**config.mk**
```make
export PLATFORM = sky130hd
export DESIGN_NAME = fp_mul_pipe
export DESIGN_NICKNAME = d
export VERILOG_FILES = /design/src/rtl/fp_pkg.sv /design/src/rtl/fp_mul_norm_round.sv /design/src/rtl/fp_mul_pipe.sv
export SDC_FILE = /design/constraint.sdc
export NUM_CORES = 2
export LEC_CHECK = 0
export ABC_CLOCK_PERIOD_IN_PS = 16100
export BUFFER_PORTS_ARGS = -buffer_cell sky130_fd_sc_hd__buf_2
export CAP_MARGIN = 20
export CORE_ASPECT_RATIO = 0.5
export CORE_MARGIN = 5
export CORE_UTILIZATION = 58
export CTS_CLUSTER_DIAMETER = 120
export CTS_CLUSTER_SIZE = 40
export DETAILED_ROUTE_END_ITERATION = 16
export HOLD_SLACK_MARGIN = 0.12
export PLACE_DENSITY = 0.75
export RECOVER_POWER = 25
export SLEW_MARGIN = 20
export SYNTH_ARGS = -nofsm -noshare
export SYNTH_HDL_FRONTEND = slang
export SYNTH_SLANG_ARGS = --single-unit
```
**constraint.sdc**
```tcl
create_clock -name clk -period 16.1 [get_ports clk]
set_input_delay 0 -clock clk [delete_from_list [all_inputs] [get_ports clk]]
set_output_delay 0 -clock clk [all_outputs]
set_load 0.02 [all_outputs]
```
**src/rtl/fp_pkg.sv**
```systemverilog
// Shared constants and types for the pipelined floating-point multiplier.
package fp_pkg;

    localparam logic RM_RNE = 1'b0;
    localparam logic RM_RTZ = 1'b1;

    typedef enum logic [1:0] {
        FP_ZERO = 2'd0,
        FP_NORM = 2'd1,
        FP_INF  = 2'd2,
        FP_NAN  = 2'd3
    } fp_class_e;

    localparam int FLAG_INEXACT   = 0;
    localparam int FLAG_UNDERFLOW = 1;
    localparam int FLAG_OVERFLOW  = 2;
    localparam int FLAG_INVALID   = 3;

    function automatic int fp_bias(input int exp_w);
        return (32'sd1 <<< (exp_w - 1)) - 32'sd1;
    endfunction

    function automatic int fp_emax(input int exp_w);
        return (32'sd1 <<< exp_w) - 32'sd1;
    endfunction

endpackage

```
**src/rtl/fp_mul_norm_round.sv**
```systemverilog
// Combinational final stage: normalise the raw product, round, range-check and pack.
// Flag outputs exist only when FP_MUL_FLAGS_EN is defined.
module fp_mul_norm_round
    import fp_pkg::*;
#(
    parameter int EXP_W = 8,
    parameter int MAN_W = 23
) (
    input  logic                    sign,
    input  logic signed [EXP_W+1:0] exp_sum,
    input  logic [2*MAN_W+1:0]      prod,
    input  fp_class_e               cls,
    input  logic                    rm,
`ifdef FP_MUL_FLAGS_EN
    output logic [3:0]              flags,
`endif
    output logic [EXP_W+MAN_W:0]    p
);

    localparam int PW = 2*MAN_W + 2;
    localparam logic signed [EXP_W+1:0] EMAX_S = (EXP_W+2)'(fp_emax(EXP_W));
    localparam logic signed [EXP_W+1:0] ZERO_S = '0;

    logic [PW-2:0]           norm_s;
    logic [MAN_W-1:0]        frac_raw_s;
    logic                    guard_s;
    logic                    sticky_s;
    logic                    inc_s;
    logic [MAN_W:0]          rnd_s;
    logic [MAN_W-1:0]        frac_s;
    logic signed [EXP_W+1:0] exp_s;
    logic                    ovf_s;
    logic                    unf_s;

    // Normalise (hidden bit dropped), round, then select special/overflow/underflow/normal packing
    always_comb begin
        norm_s     = prod[PW-1] ? prod[PW-2:0] : {prod[PW-3:0], 1'b0};
        frac_raw_s = norm_s[PW-2:MAN_W+1];
        guard_s    = norm_s[MAN_W];
        sticky_s   = |norm_s[MAN_W-1:0];
        inc_s      = (rm == RM_RNE) && guard_s && (sticky_s || frac_raw_s[0]);
        rnd_s      = {1'b0, frac_raw_s} + {{MAN_W{1'b0}}, inc_s};
        frac_s     = rnd_s[MAN_W] ? {MAN_W{1'b0}} : rnd_s[MAN_W-1:0];
        exp_s      = exp_sum + $signed({{(EXP_W+1){1'b0}}, prod[PW-1]})
                             + $signed({{(EXP_W+1){1'b0}}, rnd_s[MAN_W]});
        ovf_s      = (cls == FP_NORM) && (exp_s >= EMAX_S);
        unf_s      = (cls == FP_NORM) && (exp_s <= ZERO_S);
        case (cls)
            FP_NAN:  p = {1'b0, {EXP_W{1'b1}}, 1'b1, {(MAN_W-1){1'b0}}};
            FP_INF:  p = {sign, {EXP_W{1'b1}}, {MAN_W{1'b0}}};
            FP_ZERO: p = {sign, {(EXP_W+MAN_W){1'b0}}};
            default: begin
                if (ovf_s) begin
                    if (rm == RM_RNE) begin
                        p = {sign, {EXP_W{1'b1}}, {MAN_W{1'b0}}};
                    end else begin
                        p = {sign, {(EXP_W-1){1'b1}}, 1'b0, {MAN_W{1'b1}}};
                    end
                end else if (unf_s) begin
                    p = {sign, {(EXP_W+MAN_W){1'b0}}};
                end else begin
                    p = {sign, exp_s[EXP_W-1:0], frac_s};
                end
            end
        endcase
`ifdef FP_MUL_FLAGS_EN
        flags                 = 4'b0000;
        flags[FLAG_INVALID]   = (cls == FP_NAN);
        flags[FLAG_OVERFLOW]  = ovf_s;
        flags[FLAG_UNDERFLOW] = unf_s;
        flags[FLAG_INEXACT]   = ovf_s || unf_s || ((cls == FP_NORM) && (guard_s || sticky_s));
`endif
    end

endmodule

```
**src/rtl/fp_mul_pipe.sv**
```systemverilog
// Three-stage pipelined floating-point multiplier with valid/ready handshake and global stall.
// Defining FP_MUL_FLAGS_EN adds the out_flags {invalid, overflow, underflow, inexact} port.
module fp_mul_pipe
    import fp_pkg::*;
#(
    parameter int EXP_W = 8,
    parameter int MAN_W = 23
) (
    input  logic                 clk,
    input  logic                 rst_n,
    input  logic                 in_valid,
    output logic                 in_ready,
    input  logic [EXP_W+MAN_W:0] in_a,
    input  logic [EXP_W+MAN_W:0] in_b,
    input  logic                 in_rm,
    output logic                 out_valid,
    input  logic                 out_ready,
`ifdef FP_MUL_FLAGS_EN
    output logic [3:0]           out_flags,
`endif
    output logic [EXP_W+MAN_W:0] out_p
);

    localparam int W  = 1 + EXP_W + MAN_W;
    localparam int PW = 2*MAN_W + 2;
    localparam logic signed [EXP_W+1:0] BIAS_S   = (EXP_W+2)'(fp_bias(EXP_W));
    localparam logic [EXP_W-1:0]        EXP_ONES = '1;

    logic                    advance_s;
    fp_class_e               cls_a_s, cls_b_s;
    logic                    s1_valid_d, s1_valid_q, s1_sign_d, s1_sign_q, s1_rm_d, s1_rm_q;
    logic signed [EXP_W+1:0] s1_exp_d, s1_exp_q;
    logic [MAN_W:0]          s1_ma_d, s1_ma_q, s1_mb_d, s1_mb_q;
    fp_class_e               s1_cls_d, s1_cls_q;
    logic                    s2_valid_d, s2_valid_q, s2_sign_d, s2_sign_q, s2_rm_d, s2_rm_q;
    logic signed [EXP_W+1:0] s2_exp_d, s2_exp_q;
    logic [PW-1:0]           s2_prod_d, s2_prod_q;
    fp_class_e               s2_cls_d, s2_cls_q;
    logic                    out_valid_d, out_valid_q;
    logic [W-1:0]            out_p_d, out_p_q, p_s;
`ifdef FP_MUL_FLAGS_EN
    logic [3:0]              flags_s, out_flags_d, out_flags_q;
`endif

    assign advance_s = ~out_valid_q | out_ready;
    assign in_ready  = advance_s;
    assign out_valid = out_valid_q;
    assign out_p     = out_p_q;
`ifdef FP_MUL_FLAGS_EN
    assign out_flags = out_flags_q;
`endif

    function automatic fp_class_e classify(input logic [W-1:0] x);
        fp_class_e c;
        if (x[W-2:MAN_W] == {EXP_W{1'b0}}) begin
            c = FP_ZERO;
        end else if (x[W-2:MAN_W] == EXP_ONES) begin
            c = (x[MAN_W-1:0] == {MAN_W{1'b0}}) ? FP_INF : FP_NAN;
        end else begin
            c = FP_NORM;
        end
        return c;
    endfunction

    // S1: unpack, classify, exponent sum, precomputed special result
    always_comb begin
        cls_a_s    = classify(in_a);
        cls_b_s    = classify(in_b);
        s1_valid_d = s1_valid_q;
        s1_sign_d  = s1_sign_q;
        s1_exp_d   = s1_exp_q;
        s1_ma_d    = s1_ma_q;
        s1_mb_d    = s1_mb_q;
        s1_cls_d   = s1_cls_q;
        s1_rm_d    = s1_rm_q;
        if (advance_s) begin
            s1_valid_d = in_valid;
            s1_sign_d  = in_a[W-1] ^ in_b[W-1];
            s1_exp_d   = $signed({2'b00, in_a[W-2:MAN_W]}) + $signed({2'b00, in_b[W-2:MAN_W]}) - BIAS_S;
            s1_ma_d    = {1'b1, in_a[MAN_W-1:0]};
            s1_mb_d    = {1'b1, in_b[MAN_W-1:0]};
            s1_rm_d    = in_rm;
            if ((cls_a_s == FP_NAN) || (cls_b_s == FP_NAN) ||
                ((cls_a_s == FP_INF) && (cls_b_s == FP_ZERO)) ||
                ((cls_a_s == FP_ZERO) && (cls_b_s == FP_INF))) begin
                s1_cls_d = FP_NAN;
            end else if ((cls_a_s == FP_INF) || (cls_b_s == FP_INF)) begin
                s1_cls_d = FP_INF;
            end else if ((cls_a_s == FP_ZERO) || (cls_b_s == FP_ZERO)) begin
                s1_cls_d = FP_ZERO;
            end else begin
                s1_cls_d = FP_NORM;
            end
        end else begin
            s1_valid_d = s1_valid_q;
        end
    end

    // S2: full-width mantissa product
    always_comb begin
        s2_valid_d = s2_valid_q;
        s2_sign_d  = s2_sign_q;
        s2_exp_d   = s2_exp_q;
        s2_prod_d  = s2_prod_q;
        s2_cls_d   = s2_cls_q;
        s2_rm_d    = s2_rm_q;
        if (advance_s) begin
            s2_valid_d = s1_valid_q;
            s2_sign_d  = s1_sign_q;
            s2_exp_d   = s1_exp_q;
            s2_prod_d  = PW'(s1_ma_q) * PW'(s1_mb_q);
            s2_cls_d   = s1_cls_q;
            s2_rm_d    = s1_rm_q;
        end else begin
            s2_valid_d = s2_valid_q;
        end
    end

    fp_mul_norm_round #(
        .EXP_W (EXP_W),
        .MAN_W (MAN_W)
    ) u_norm_round (
        .sign    (s2_sign_q),
        .exp_sum (s2_exp_q),
        .prod    (s2_prod_q),
        .cls     (s2_cls_q),
        .rm      (s2_rm_q),
`ifdef FP_MUL_FLAGS_EN
        .flags   (flags_s),
`endif
        .p       (p_s)
    );

    // S3: capture the packed result into the output register
    always_comb begin
        if (advance_s) begin
            out_valid_d = s2_valid_q;
            out_p_d     = p_s;
        end else begin
            out_valid_d = out_valid_q;
            out_p_d     = out_p_q;
        end
`ifdef FP_MUL_FLAGS_EN
        out_flags_d = advance_s ? flags_s : out_flags_q;
`endif
    end

    // Pipeline registers; reset discards everything in flight
    always_ff @(posedge clk or negedge rst_n) begin
        if (!rst_n) begin
            s1_valid_q  <= 1'b0;
            s1_sign_q   <= 1'b0;
            s1_exp_q    <= '0;
            s1_ma_q     <= '0;
            s1_mb_q     <= '0;
            s1_cls_q    <= FP_ZERO;
            s1_rm_q     <= 1'b0;
            s2_valid_q  <= 1'b0;
            s2_sign_q   <= 1'b0;
            s2_exp_q    <= '0;
            s2_prod_q   <= '0;
            s2_cls_q    <= FP_ZERO;
            s2_rm_q     <= 1'b0;
            out_valid_q <= 1'b0;
            out_p_q     <= '0;
`ifdef FP_MUL_FLAGS_EN
            out_flags_q <= 4'b0000;
`endif
        end else begin
            s1_valid_q  <= s1_valid_d;
            s1_sign_q   <= s1_sign_d;
            s1_exp_q    <= s1_exp_d;
            s1_ma_q     <= s1_ma_d;
            s1_mb_q     <= s1_mb_d;
            s1_cls_q    <= s1_cls_d;
            s1_rm_q     <= s1_rm_d;
            s2_valid_q  <= s2_valid_d;
            s2_sign_q   <= s2_sign_d;
            s2_exp_q    <= s2_exp_d;
            s2_prod_q   <= s2_prod_d;
            s2_cls_q    <= s2_cls_d;
            s2_rm_q     <= s2_rm_d;
            out_valid_q <= out_valid_d;
            out_p_q     <= out_p_d;
`ifdef FP_MUL_FLAGS_EN
            out_flags_q <= out_flags_d;
`endif
        end
    end

endmodule
```
# After elaboration in Yosys (flattened, before gate mapping)

Index checks and enable logic that the tools add are counted.

Register bits after elaboration: 159
Input port bits: 69
Output and inout port bits: 34
Word-level logic and storage cells: 71

$add $sub $neg: 5
Multiply operators: 1
Magnitude comparators: 2
Equal/unequal tests: 9
Mux-type cells: 15
Bitwise operators: 4
Reduce and logical (&&, ||, !) cells: 20

Operators with widths:

| operator             | number |
|---|---|
| $pmux 32 s3          | 1 |
| $mux 31              | 2 |
| $mul 24x24->48       | 1 |
| $mux 47              | 1 |
| $logic_not 23->1     | 2 |
| $add 23x1->24        | 1 |
| $mux 24              | 1 |
| $mux 23              | 1 |
| $reduce_or 23->1     | 1 |
| $add 10x2->10        | 2 |
| $eq 8x8->1 const B   | 2 |
| $logic_not 8->1      | 2 |
| $eq 2x2->1 const B   | 6 |
| $mux 2               | 6 |
| $ge 10x9->1 const B  | 1 |
| $le 10x1->1 const B  | 1 |
| $sub 9x7->10 const B | 1 |
| $add 8x8->9          | 1 |
| $logic_and 1x1->1    | 6 |
| $logic_not 2->1      | 3 |
| $logic_or 1x1->1     | 6 |
| $mux 1               | 3 |
| $eq 2x1->1 const B   | 1 |
| $not 1->1            | 2 |
| other kinds (2)      | 2 |

# Longest topological paths before layout

Depth in word-level cells: 11
Gate-level depth with buffers: 27
Depth with buffers taken out: 25

# By module

Synthesis repeated with hierarchy kept, for this count alone.

Cell total of the unflattened synthesis: 3,148
Area, all modules: 27,197.3 sq um

By module, submodules not included:

| module            | times used | cells each | area an instance (sq um) | seq. area each (sq um) |
|---|---|---|---|---|
| fp_mul_pipe       | 1          | 2,871      | 25,385.6                 | 3,953.8 |
| fp_mul_norm_round | 1          | 277        | 1,811.7                  | 0.0 |

# Worst setup path after synthesis

No wires, ideal clock.

Path kind: register to register
Start point: reg s1_mb_q[3]
End point: reg s2_prod_q[42]
Setup time: 130 ps
Arrival time: 6,608 ps
Required time: 15,970 ps
Setup slack: 9,362 ps
Cell stages (with the launch flop): 28
Buffers on the path: 2
Clock period less this slack: 6,738 ps
Cells stage by stage: dfrtp_1 > clkbuf_1 > nand2_1 > fa_1 > inv_1 > fa_1 > inv_1 > fa_1 > inv_1 > fa_1 > inv_1 > fa_1 > inv_1 > fa_1 > inv_1 > fa_1 > inv_1 > ha_1 > buf_2 > a21o_1 > a21o_1 > a221oi_2 > o311ai_1 > a311oi_1 > o21ai_1 > a211oi_2 > nor4b_1 > nor3_1

Longest elaborated chain between the ends: 1

RTL lines:

| what                     | RTL line           | RTL |
|---|---|---|
| start: declaration       | fp_mul_pipe.sv:33  | `logic [MAN_W:0] s1_ma_d, s1_ma_q, s1_mb_d, s1_mb_q;` |
| start signal: assignment | fp_mul_pipe.sv:174 | `s1_mb_q <= s1_mb_d;` |
| $mul 24x24->48           | fp_mul_pipe.sv:111 | `s2_prod_d = PW'(s1_ma_q) * PW'(s1_mb_q);` |
| end signal: assignment   | fp_mul_pipe.sv:180 | `s2_prod_q <= s2_prod_d;` |
| end: declaration         | fp_mul_pipe.sv:37  | `logic [PW-1:0] s2_prod_d, s2_prod_q;` |

Every way passes these cells.
A chain may end at the register's enable or synchronous reset.

# Final worst setup path

Start point: reg s1_ma_q[18]
End point: reg s2_prod_q[42]

Longest elaborated chain between the ends: 1

RTL lines:

| what                     | RTL line           | RTL |
|---|---|---|
| start: declaration       | fp_mul_pipe.sv:33  |  |
| start signal: assignment | fp_mul_pipe.sv:173 | `s1_ma_q <= s1_ma_d;` |
| $mul 24x24->48           | fp_mul_pipe.sv:111 |  |

Every way passes these cells.

==> key figures <==
STA
  • Fmax: 127 MHz
  • Final Hold Viols: 0
  • Max_slew headroom: -301%
  • Final setup viols: 0
  • Minimum clock period: 7890 ps
  • Final clock skew: 14.2 ps
  • Unrepaired setup endpoints after global routing: false
  • Setup TNS Final: 0 ps
  • Worst-Margin Slew: 6020 ps
  • Final period util: 49.0%
  • Slew Limit Fails: 105

Drt
  • Post-DRT Antenna Nets: 0
  • Via count: 20,800
  • Drt wl/cell: 19.2 um
  • Drt first pass iters: 5
  • Iteration-0 DRC count of the detailed router: 1,532
  • Routed vias/inst: 5.54
  • Drt drc: 0
  • WL final: 72.2 mm

Floorplanning
  • Die Ht: 162 um
  • Row count: 55
  • IO Pins: 103
  • Initial Utilization: 59.1%
  • Die width: 314 um
  • Die area: 51,000 um2
  • CORE AREA: 45,500 um2

Worst setup path
  • Max FO, Critical Path: 25
  • Worst Reg-to-Reg Cells: 23
  • Data required time at the worst endpoint: 16,420 ps
  • Worst flop-to-flop path endpoint: s2_prod_q[42]$_DFFE_PN0P_
  • CP Capture Type: register
  • Crit path kind: register to register
  • Worst reg2reg path startpoint: s1_ma_q[18]$_DFFE_PN0P_
  • Reg-to-reg slack, setup: 8210 ps
  • CP arrival: 8210 ps
  • Critical Path Source Type: register

Synthesis
  • Post-Synthesis Cells: 3,080
  • Register area share after synthesis: 14.7%
  • Mux share of post-synthesis cell area: 0.759%
  • Register bit total from synthesis: 158
  • Post-Synth Adder-Cell Area: 45.0%
  • Most frequent cell after synthesis: nand2_1
  • Avg Cell Area, Syn: 8.72 um2
  • Largest family of logic cells by synthesized area: adder cells
  • Async SR Flop Fraction: 100%
  • Synth Area in XOR/XNOR: 2.84%
  • Post-synth top area cell: fa_1
  • Distinct cells, synth: 59
  • Dominant synthesized flop cell: dfrtp_1
  • Post-synth EDFFs: 0
  • Synth Area in Simple Gates: 19.8%
  • Compound-Gate Fraction of Synth Area: 6.80%
  • Top cells by area, synth: fa_1, dfrtp_1, ha_1
  • Post-synth top area share: 36.1%
  • Commonest cells in the synthesized netlist: nand2_1, inv_1, fa_1, and2_1, ha_1
  • Number of synthesis warnings: 0
  • Synthesized area: 26,900 um2
  • Syn nets: 3,824

Final layout
  • Share of layout cells above drive strength 1: 5.14%
  • Layout Cells excl Fill: 3,762
  • Nets: 3,863
  • Fill count: 3,754
  • Area Growth Syn to Fin: 7.36%

Outcome
  • Status: complete, but fails checks
  • Failing checks: max-capacitance violations, max-slew violations

Hold path
  • Hold depth: 5
  • Min-delay src: in_a[25]
  • Hold endpoint: s1_exp_q[2]$_DFFE_PN0P_
  • Hold Path Class: primary input to register

Clock tree
  • CTS Root Cell: clkbuf_16
  • Worst-path clk slew: 70 ps
  • Max clock buf depth: 2
  • Post-CTS sizing: 0
  • Post-CTS setup buffers: 0
  • Clk_lat worst skew: 440 ps
  • Htree depth: 4
  • Hold_buf cts: 62
  • CTS tree: yes
  • Clock sinks: 158
  • Num CTS Buffers: 17

Global route
  • Initial antenna violation count: 1
  • Total GRT Usage: 29.7%
  • Global-route wire length before repair: 119 mm
  • Largest net degree at the start of global routing: 105
  • Number of global-route vias before repair: 22,100
  • Total congestion overflow: 0

Place
  • Port Buffer Count: 102
  • Placed insts: 3,665
  • HPWL after DPL: 55.3 mm
  • Gpl congestion: 0.957

Job
  • Max_cap viols: 1
-- through the flow --
stage / hold slack, ps / instance area, um2 / util [%] / setup slack (ps)
after CTS: 123 / 28900 / 63.5 / 8230
after global routing: 156 / 28800 / 63.4 / 7690
after floorplan: -296 / 26900 / - / 9360
final: 135 / 28800 / 63.4 / 8210
after global placement: 201 / 27700 / 60.9 / 8430
after detailed placement: 206 / 27700 / 60.9 / 8280
-- kinds of logic after synthesis --
logic type	Yosys count
and+or+nand+nor	1125
buffers and inverters	718
adders and majority gates	675
AOI/OAI and AO/OA	297
DFF	158
xor gates and xnor gates	87
muxes	20
-- cells in the final DEF, fill, tap and decap left out, drive strengths merged, types with 5 or more instances in the layout --
cell type,n
ha,191
xor2,48
a21o,22
mux2i,17
nor4,21
nand2,608
o21a,9
a31oi,13
a21oi,127
nor2,74
dfrtp,158
nand3,28
xnor2,39
nand2b,12
clkbuf,43
o211ai,13
or3,5
a211oi,13
o21bai,10
and2,301
o21ai,72
nor2b,18
nand4,19
and3,9
buf,99
fa,484
inv,559
nor3,16
dlygate4sd3,62
-- registers in the layout (all words and copies together) (netlist names), 2 cells and up --
| name | flops |
|---|---|
| s2_prod_q | 48 |
| out_p | 32 |
| s1_ma_q | 24 |
| s1_mb_q | 23 |
| s1_exp_q | 10 |
| s2_exp_q | 10 |
| s1_cls_q | 2 |
| s2_cls_q | 2 |
-- per-layer routing --
| layer | routed length (um) | share of wire [%] | GRT usage, % |
|---|---|---|---|
| met1 | 30000 | 41 | 40.3 |
| met2 | 30800 | 43 | 44.3 |
| met3 | 9050 | 13 | 11.8 |
| met4 | 2240 | 3.1 | 8.56 |
| met5 | 207 | 0.29 | 2.94 |
-- worst max-delay path by stage --
stage | depth (start not counted) | end | start
after floorplan | 27 | s2_prod_q[42]$_DFFE_PN0P_ | s1_mb_q[3]$_DFFE_PN0P_
final | 23 | s2_prod_q[42]$_DFFE_PN0P_ | s1_ma_q[18]$_DFFE_PN0P_
after global routing | 23 | s2_prod_q[42]$_DFFE_PN0P_ | s1_ma_q[18]$_DFFE_PN0P_
after global placement | 23 | s2_prod_q[42]$_DFFE_PN0P_ | s1_ma_q[18]$_DFFE_PN0P_
after detailed placement | 23 | s2_prod_q[42]$_DFFE_PN0P_ | s1_ma_q[18]$_DFFE_PN0P_
after CTS | 23 | s2_prod_q[42]$_DFFE_PN0P_ | s1_ma_q[18]$_DFFE_PN0P_
-- area by class of cell --
class	instances	area (um2)	share of cell area (%)
antenna	3	7.51	0.0260
clock buffer	21	460	1.60
clock inverter	11	106	0.369
inverter	555	2090	7.23
multi-input combinational	2204	20200	70.0
sequential	158	3960	13.7
tap	627	785	2.72
timing repair buffer	183	1250	4.32
-- worst max-delay path: stages, from the launching register on --
cell      delay, ps
dfrtp_1         980
nand2_1         190
fa_1            580
inv_1            50
fa_1            480
inv_1            60
fa_1            500
fa_1            510
inv_1            50
fa_1            490
fa_1            560
inv_1            80
fa_1            540
inv_1            80
ha_1            350
a21oi_1         360
o21bai_1        100
a21oi_1         230
o21ai_0         120
a311oi_1        500
o21ai_1         210
a211oi_2        380
nor4b_1         290
nor3_1           80
Power is left out: the tool's default activity adds up to more than one toggle a clock period on the data nets, which glitch-free logic cannot reach.
